**config.mk**
```make
export PLATFORM = sky130hd
export DESIGN_NAME = dice_roller
export DESIGN_NICKNAME = d
export VERILOG_FILES = /design/src/rtl/dice_roller_pkg.sv /design/src/rtl/dice_roller_debouncer.sv /design/src/rtl/dice_roller.sv
export SDC_FILE = /design/constraint.sdc
export NUM_CORES = 1
export LEC_CHECK = 0
export CAP_MARGIN = 20
export CORE_MARGIN = 3
export CORE_UTILIZATION = 34
export CTS_CLUSTER_SIZE = 14
export DETAILED_ROUTE_END_ITERATION = 7
export PLACE_DENSITY = 0.51
export SETUP_SLACK_MARGIN = 0.4
export SLEW_MARGIN = 20
export SYNTH_ARGS = -nofsm -noshare
export SYNTH_HDL_FRONTEND = slang
export SYNTH_HIERARCHICAL = 1
export SYNTH_SLANG_ARGS = --single-unit
```
**constraint.sdc**
```tcl
create_clock -name clk -period 5.8 [get_ports clk]
set_clock_uncertainty 0.15 [all_clocks]
set_input_delay 1.16 -clock clk [delete_from_list [all_inputs] [get_ports clk]]
set_output_delay 1.16 -clock clk [all_outputs]
set_load 0.005 [all_outputs]
```
**src/rtl/dice_roller_pkg.sv**
```systemverilog
// Shared types and helpers for the dice roller: FSM states, LFSR taps and the
// LFSR-to-face mapping used by the spin and settle phases.
package dice_pkg;

    typedef enum logic [1:0] {
        IDLE,
        ROLLING,
        SETTLE,
        HOLD
    } state_t;

    localparam int FACES = 6;
    localparam int LFSR_WIDTH = 8;
    localparam logic [LFSR_WIDTH-1:0] LFSR_TAPS = 8'hB8;

    // Fibonacci step: shift toward the MSB and feed the tap parity into bit 0.
    // Bit 7 is a tap, so the update is invertible and a nonzero seed never reaches 0.
    function automatic logic [LFSR_WIDTH-1:0] lfsr_next(input logic [LFSR_WIDTH-1:0] s);
        return {s[LFSR_WIDTH-2:0], ^(s & LFSR_TAPS)};
    endfunction

    function automatic logic [7:0] face_of(input logic [LFSR_WIDTH-1:0] s);
        return 8'(s % LFSR_WIDTH'(FACES)) + 8'd1;
    endfunction

endpackage

```
**src/rtl/dice_roller_debouncer.sv**
```systemverilog
// Roll-button input path: 2-flop synchronizer, stability counter and
// registered press/release pulses derived from the debounced level.
module button_debouncer #(
    parameter int DEBOUNCE_CYCLES = 500000
) (
    input  logic clk,
    input  logic reset,
    input  logic btn,
    output logic press_pulse,
    output logic release_pulse
);

    localparam int CW = $clog2(DEBOUNCE_CYCLES);

    logic          sync1;
    logic          sync2;
    logic          level;
    logic          level_q;
    logic [CW-1:0] cnt;

    // NOTE: every flop here uses <= so each one samples the pre-edge value of its source.
    always_ff @(posedge clk) begin
        if (reset) begin
            sync1         <= 1'b0;
            sync2         <= 1'b0;
            level         <= 1'b0;
            level_q       <= 1'b0;
            cnt           <= '0;
            press_pulse   <= 1'b0;
            release_pulse <= 1'b0;
        end else begin
            sync1         <= btn;
            sync2         <= sync1;
            level_q       <= level;
            press_pulse   <= level & ~level_q;
            release_pulse <= ~level & level_q;

            // Level flips only after DEBOUNCE_CYCLES consecutive disagreeing samples.
            if (sync2 == level) begin
                cnt <= '0;
            end else if (cnt == CW'(DEBOUNCE_CYCLES - 1)) begin
                level <= ~level;
                cnt   <= '0;
            end else begin
                cnt <= cnt + CW'(1);
            end
        end
    end

endmodule

```
**src/rtl/dice_roller.sv**
```systemverilog
// Dice roller: debounced roll button drives a spin/settle FSM that samples a
// free-running LFSR into a registered 1..6 face and counts completed rolls.
module dice_roller
    import dice_pkg::*;
#(
    parameter int               DEBOUNCE_CYCLES  = 500000,
    parameter int               SPIN_STEP_CYCLES = 2500000,
    parameter int               SETTLE_STEPS     = 8,
    parameter logic [7:0]       LFSR_SEED        = 8'hA5
) (
    input  logic       clk,
    input  logic       reset,
    input  logic       roll_btn,
    input  logic       enable,
    output logic [7:0] roll_value,
    output logic       rolling,
    output logic       roll_done,
    output logic [7:0] roll_count
);

    localparam int TW = $clog2(SPIN_STEP_CYCLES);
    localparam int SW = $clog2(SETTLE_STEPS + 1);

    state_t                state;
    logic [LFSR_WIDTH-1:0] lfsr;
    logic [TW-1:0]         step_timer;
    logic [SW-1:0]         settle_cnt;
    logic                  press_pulse;
    logic                  release_pulse;
    logic                  tick;
    logic [7:0]            face;

    button_debouncer #(
        .DEBOUNCE_CYCLES(DEBOUNCE_CYCLES)
    ) u_debouncer (
        .clk          (clk),
        .reset        (reset),
        .btn          (roll_btn),
        .press_pulse  (press_pulse),
        .release_pulse(release_pulse)
    );

    assign tick = (step_timer == TW'(SPIN_STEP_CYCLES - 1));
    assign face = face_of(lfsr);

    always_ff @(posedge clk) begin
        if (reset) begin
            state      <= IDLE;
            lfsr       <= LFSR_SEED;
            step_timer <= '0;
            settle_cnt <= '0;
            roll_value <= 8'd0;
            rolling    <= 1'b0;
            roll_done  <= 1'b0;
            roll_count <= 8'd0;
        end else begin
            lfsr       <= lfsr_next(lfsr);
            step_timer <= tick ? '0 : step_timer + TW'(1);
            roll_done  <= 1'b0;

            case (state)
                IDLE, HOLD: begin
                    if (press_pulse && enable) begin
                        state      <= ROLLING;
                        rolling    <= 1'b1;
                        step_timer <= '0;
                    end
                end

                ROLLING: begin
                    if (tick) begin
                        roll_value <= face;
                    end
                    // The step timer keeps its phase across the move into SETTLE.
                    if (release_pulse) begin
                        state      <= SETTLE;
                        settle_cnt <= '0;
                    end
                end

                SETTLE: begin
                    if (tick) begin
                        roll_value <= face;
                        if (settle_cnt == SW'(SETTLE_STEPS - 1)) begin
                            state      <= HOLD;
                            rolling    <= 1'b0;
                            roll_done  <= 1'b1;
                            roll_count <= roll_count + 8'd1;
                        end else begin
                            settle_cnt <= settle_cnt + SW'(1);
                        end
                    end
                end

                default: state <= IDLE;
            endcase
        end
    end

endmodule

```
==> results.toml, run 1 <==
[cts]
post_cts_buffers = 0
htreeDepth = 3
ctsLongestPathBuffers = 2
cts_tree = "done"
cts_buffers = 9
clk_pin_slew_worst_paths_ps = 90
clock-sinks = 79
clock-root-buffer = "clkbuf_8"
clock_latency_ps = 360
cts_resized = 0
ctsHoldBuffers = 0

[detailed_routing]
routed.top_layer = "met4"
viasPerCell = 4.96
ant_nets = 0
drc_errors = 0
num_vias = 2955
drt_wl_total_um = 7570
routedWlPerCell_um = 12.7
dr.first_iter.drc_count = 150
wl_met1_um = 3770
drt_first_pass_iters = 4
wl_met2_um = 3350
met3_length_um = 302

[die]
core_mm2 = 0.0106
fp.dieArea_mm2 = 0.0124
fp-row-count = 37
ios = 22
die_y_um = 111
initial_core_util = 0.357
fp.dieW_um = 111

[synthesis]
synthCells = 434
yosysTopAreaCell = "dfxtp_1"
yosys.area_share.simple = 0.298
synth.avg_cell_area_um2 = 8.68
yosysMostFrequentCell = "dfxtp_1"
synth_area_mm2 = 0.00377
synth_compound_area_frac = 0.0960
yosys_warnings = 6
synth_top_family_by_area = "simple AND/OR/NAND/NOR gates"
synthFlopType = "dfxtp_1"
synth_fp_nets = 449
synthAdderAreaFrac = 0.0365
synth_edf_count = 0
synthTopCellsByArea = "dfxtp_1, nor2_1, xor2_1"
async_reset_ff_frac = 0
yosysSeqAreaShare = 0.420
synth_commonest_cells = "dfxtp_1, nor2_1, nand2_1, xor2_1, xnor2_1"
synth-xor-area-share = 0.107
synth_seq_cells = 79
synthDominantCellAreaShare = 0.420
yosysUniqueCellTypes = 61
muxShareOfSynthArea = 0.0110

[hold_path]
min_path_type = "flop to flop"
hold_path_end = "u_debouncer/press_pulse"
worstHoldStart = "u_debouncer/level_q"
whs_path_depth = 1

[sta]
tightest_slew_ps = 841
setup_tns_ps = 0
hold_viol = 0
slew_viol_final = 0
finalSetupViolCount = 0
slew_headroom = 0.439
max_freq_mhz = 275
min_period_over_period = 0.628
period_needed_ps = 3640
rsz0062_at_grt = "no"

[grt]
antenna_found_initial = 0
grt_pass1_wl_um = 13000
grt-ovfl-total = 0
grt_pass1_vias = 2767
grt_use_total = 0.126
grt_max_degree = 39

[outcome]
status = "complete, no violations"

[setup_path]
required_ps = 5920
r2r-start = "lfsr[4]"
arrival_ps = 3760
rr_worst_depth = 14
path_class = "flop to flop"
crit_path_max_fanout = 11
ff2ff_setup_slack_ps = 2160
startpoint_type = "flop"
rr_endpoint = "roll_value[3]"
crit_path_end_kind = "flop"

[finish]
n_fill_cell = 1062
layout-drive-gt1-share = 0.0826
fin_cells = 596
final_area_mm2 = 0.00433
final_nets = 470
finish.utilization = 0.410
syn2layout_area_growth_pct = 14.8
diodes = 0

[placed_design]
dp.cells = 580
place_congestion = 0.814
hpwl_um = 5240
portBuffers = 21
dpl_cell_area_mm2 = 0.00410

[pwr]
vdd_drop_max_uv = 120
leakagePower_nw = 1.47
power_density_mw_per_mm2 = 285

[flow_run]
maxCapViolations = 0
[where the power goes]
group	leakage, nW	total [W]	switching, W	internal (W)
logic	0.724	0.000185	0.000107	0.0000775
registers	0.640	0.000578	0.0000191	0.000559
clock network	0.109	0.000468	0.000212	0.000256
total	1.47	0.00123	0.000338	0.000893
[critical path, stage by stage (launching register included)]
cell and delay, ps:
dfxtp_1 430, inv_1 110, ha_1 220, nor2b_1 170
o21ai_0 120, a211o_1 440, nor3_1 220, a21oi_1 60
o21ai_0 270, ha_1 350, o32a_2 430, o2111ai_1 140
a211oi_2 70, xnor2_1 140, a311oi_1 240
[worst max path at each step]
stage | start | endpoint | slack, ps | cells after the start
4_1_cts | lfsr[4] | roll_value[3] | 2170 | 14
2_1_floorplan | lfsr[4] | roll_value[3] | 2580 | 15
3_3_place_gp | lfsr[4] | roll_value[3] | 2420 | 14
6_report | lfsr[4] | roll_value[3] | 2160 | 14
5_1_grt | lfsr[4] | roll_value[2] | 1930 | 14
3_5_place_dp | lfsr[4] | roll_value[3] | 2220 | 14
[kinds of logic (layout without fill, tap and decap cells)]
logic type                 after synthesis  in the layout
adders and majority gates               11             11
muxes                                    4              4
DFF                                     79             79
and+or+nand+nor                        215            215
buffers and inverters                   27             53
xor gates and xnor gates                46             46
AOI/OAI and AO/OA                       52             52
[metrics by stage]
| stage | hold WS, ps | total power (W) | setup WS, ps |
|---|---|---|---|
| after floorplan | 234 | 0.000739 | 2580 |
| after global placement | 255 | 0.000769 | 2420 |
| after detailed placement | 255 | 0.000773 | 2220 |
| after CTS | 277 | 0.00125 | 2170 |
| after global routing | 307 | 0.00129 | 1930 |
| final | 274 | 0.00123 | 2160 |
[placed cells by master (no fill, tap or decap), types with 3 or more instances in the layout]
master / instances
o211ai_1: 3
or3_1: 7
nand4_1: 16
a211oi_1: 4
nor3_1: 10
mux2i_1: 3
nor4_1: 7
clkbuf_8: 10
or2_2: 5
nand2_1: 39
nor2_1: 71
ha_1: 11
nand2b_1: 7
xor2_1: 26
o21ai_0: 8
and3_1: 3
inv_1: 14
dfxtp_1: 79
a21oi_1: 19
xnor2_1: 20
nand3_1: 17
clkdlybuf4s50_1: 21
nor2b_1: 7
and4_1: 4
[cell type report]
cell class	instances	area (µm²)	share of cell area
clock buffers	10	138	0.0318
multi-input cells	328	2070	0.478
flip-flops and latches	79	1580	0.366
repair buffers	23	225	0.0521
well taps	136	170	0.0393
inverters	14	52.6	0.0121
clock inverters	6	92.6	0.0214
[sequential cells by signal, indices dropped and copies added, names as in the netlist]
| signal | count |
|---|---|
| lfsr | 8 |
| roll_count | 8 |
| roll_done | 1 |
| roll_value | 8 |
| rolling | 1 |
| settle_cnt | 4 |
| state | 2 |
| step_timer | 22 |
| u_debouncer/cnt | 19 |
| u_debouncer/level | 1 |
| u_debouncer/level_q | 1 |
| u_debouncer/press_pulse | 1 |
| u_debouncer/release_pulse | 1 |
| u_debouncer/sync1 | 1 |
| u_debouncer/sync2 | 1 |
[per-layer routing]
| metal | vias up | GRT usage |
|---|---|---|
| met5 | - | 0 |
| met3 | 15 | 0.0415 |
| li1 | 1550 | - |
| met4 | 0 | 0.0406 |
| met2 | 47 | 0.196 |
| met1 | 1343 | 0.166 |
No activity file was read; power rests on OpenSTA's default activity.
==> inputs of run 2 (changes only) <==
clock period = 3.8 ns   (was 5.8 ns; I/O delays follow)
==> run 2 against run 1 <==
Sequential power up 53%; worst hold slack worse by 13 ps; first-iteration DRC count is 2.7% lower; critical path type unchanged; power is 39% higher; utilization up 0.071 points.
==> results.toml, run 2 (synthesis results as in run 1) <==
[setup_path]
cp_cell_sequence = "inv_1 -> ha_1 -> nor2b_2 -> o21ai_0 -> a211o_2 -> nor3_2 -> a21oi_1 -> o21ai_2 -> ha_4 -> o32a_2 -> o2111ai_1 -> a211oi_2 -> xnor2_1 -> a311oi_1"
cp_slowest_cell = "o32a_2"
path_class = "flop to flop"
cp_top_family = "compound AO/OA/AOI/OAI gates"
critical_path_buf_inv_count = 1
arrival_ps = 3220
crit_path_end_kind = "flop"
crit_path_max_fanout = 7
cp_slowest_stage_delay_ps = 390
startpoint_type = "flop"
required_ps = 3910

[cts]
cts_tree = "done"
clock_latency_ps = 340
ctsLongestPathBuffers = 2
clock-root-buffer = "clkbuf_8"
clk_pin_slew_worst_paths_ps = 70
clock-sinks = 79
cts_buffers = 9
htreeDepth = 3

[die]
ios = 22
initial_core_util = 0.357
die_y_um = 111
fp.dieArea_mm2 = 0.0124
fp-row-count = 37
core_mm2 = 0.0106
fp.dieW_um = 111

[pwr]
p_comb_frac = 0.174
p_int_w = 0.00124
sw_frac_of_total = 0.275
seqPwrFrac = 0.518
power_density_mw_per_mm2 = 394
vdd_drop_max_uv = 173
clkPwrFrac = 0.308
netSwitchingPower_w = 0.000469
leakagePower_nw = 1.48
p_total_w = 0.00171

[grt]
antenna_found_initial = 0
grt_use_total = 0.126
grt_max_degree = 38
grt_pass1_wl_um = 13000
grt-ovfl-total = 0
grt_pass1_vias = 2787

[finish]
final_nets = 476
final_common_cell = "dfxtp_1"
largest_reg_flops = 22
final_cell_mix = "dfxtp_1, nor2_1, nand2_1"
layout-drive-gt1-share = 0.103
diodes = 0
n_fill_cell = 1080
syn2layout_area_growth_pct = 15.0
top_regs = "step_timer x22, u_debouncer/cnt x19"
regMostFlops = "step_timer"
final_area_mm2 = 0.00433

[detailed_routing]
dr.first_iter.drc_count = 146
drc_errors = 0
num_vias = 2965
viasPerCell = 4.93
drt_wl_total_um = 7410
ant_nets = 0
routedWlPerCell_um = 12.3
drt_first_pass_iters = 4

[outcome]
status = "complete, no violations"

[sta]
setup_tns_ps = 0
tightest_slew_ps = 810
finalSetupViolCount = 0
slew_viol_final = 0
period_needed_ps = 3120
rsz0062_at_grt = "no"
whs_ps = 261
max_freq_mhz = 321
hold_viol = 0
slew_headroom = 0.460
min_period_over_period = 0.820

[placed_design]
dpl_cell_area_mm2 = 0.00412
portBuffers = 21
hpwl_um = 5210
place_congestion = 0.781

[flow_run]
maxCapViolations = 0

[hold_path]
min_path_type = "flop to flop"
[run 2: cell types whose count changed in the layout (fill, tap and decap cells not counted), moves of 2 or more]
cell | before | now
dfxtp_1 | 79 | 77
clkbuf_1 | 0 | 4
buf_4 | 2 | 8
bufinv_16 | 2 | 0
clkinvlp_4 | 2 | 0
[run 2: area by class of cell]
cell class	instances	area [µm²]	share of cell area
clock buffer	14	153	0.0352
clock inverter	1	5.00	0.00116
inverter	14	52.6	0.0121
multi-input combinational	328	2100	0.484
sequential	79	1590	0.366
tap	136	170	0.0393
timing repair buffer	29	270	0.0624
[run 2: metrics by stage]
step,util,worst slack [ps],instances
4_1_cts,0.405,412,598
3_3_place_gp,0.390,413,583
6_report,0.411,685,601
5_1_grt,0.411,415,601
3_5_place_dp,0.390,308,583
2_1_floorplan,-,579,434
[run 2: power groups by stage]
stage	clock network [W]	logic (W)	registers [W]
after floorplan	0	0.000235	0.000892
after global placement	0	0.000275	0.000902
after detailed placement	0	0.000279	0.000902
after CTS	0.000559	0.000281	0.000883
after global routing	0.000590	0.000333	0.000890
final	0.000526	0.000296	0.000885
[run 2: final timing paths]
check	from	to	cells past startpoint	slack, ps
max	lfsr[4]	roll_value[3]	14	680
min reg2reg	u_debouncer/level_q	u_debouncer/press_pulse	1	260
min	u_debouncer/level_q	u_debouncer/press_pulse	1	260
max reg2reg	lfsr[4]	roll_value[3]	14	680
[run 2: repair_timing]
| action | in CTS | in global routing |
|---|---|---|
| hold buffers | 0 | 0 |
| endpoints found under the hold margin | 0 | 0 |
| pin swaps | 0 | 3 |
| setup buffers | 0 | 3 |
| endpoints found under the setup margin | 2 | 3 |
| resized for setup | 3 | 9 |
[run 2: metal layers]
| metal | up-vias | track usage | wire (µm) |
|---|---|---|---|
| li1 | 1556 | - | - |
| met1 | 1346 | 0.163 | 3660 |
| met2 | 55 | 0.203 | 3350 |
| met3 | 8 | 0.0338 | 309 |
| met4 | 0 | 0.0446 | 95 |
| met5 | - | 0 | 0 |
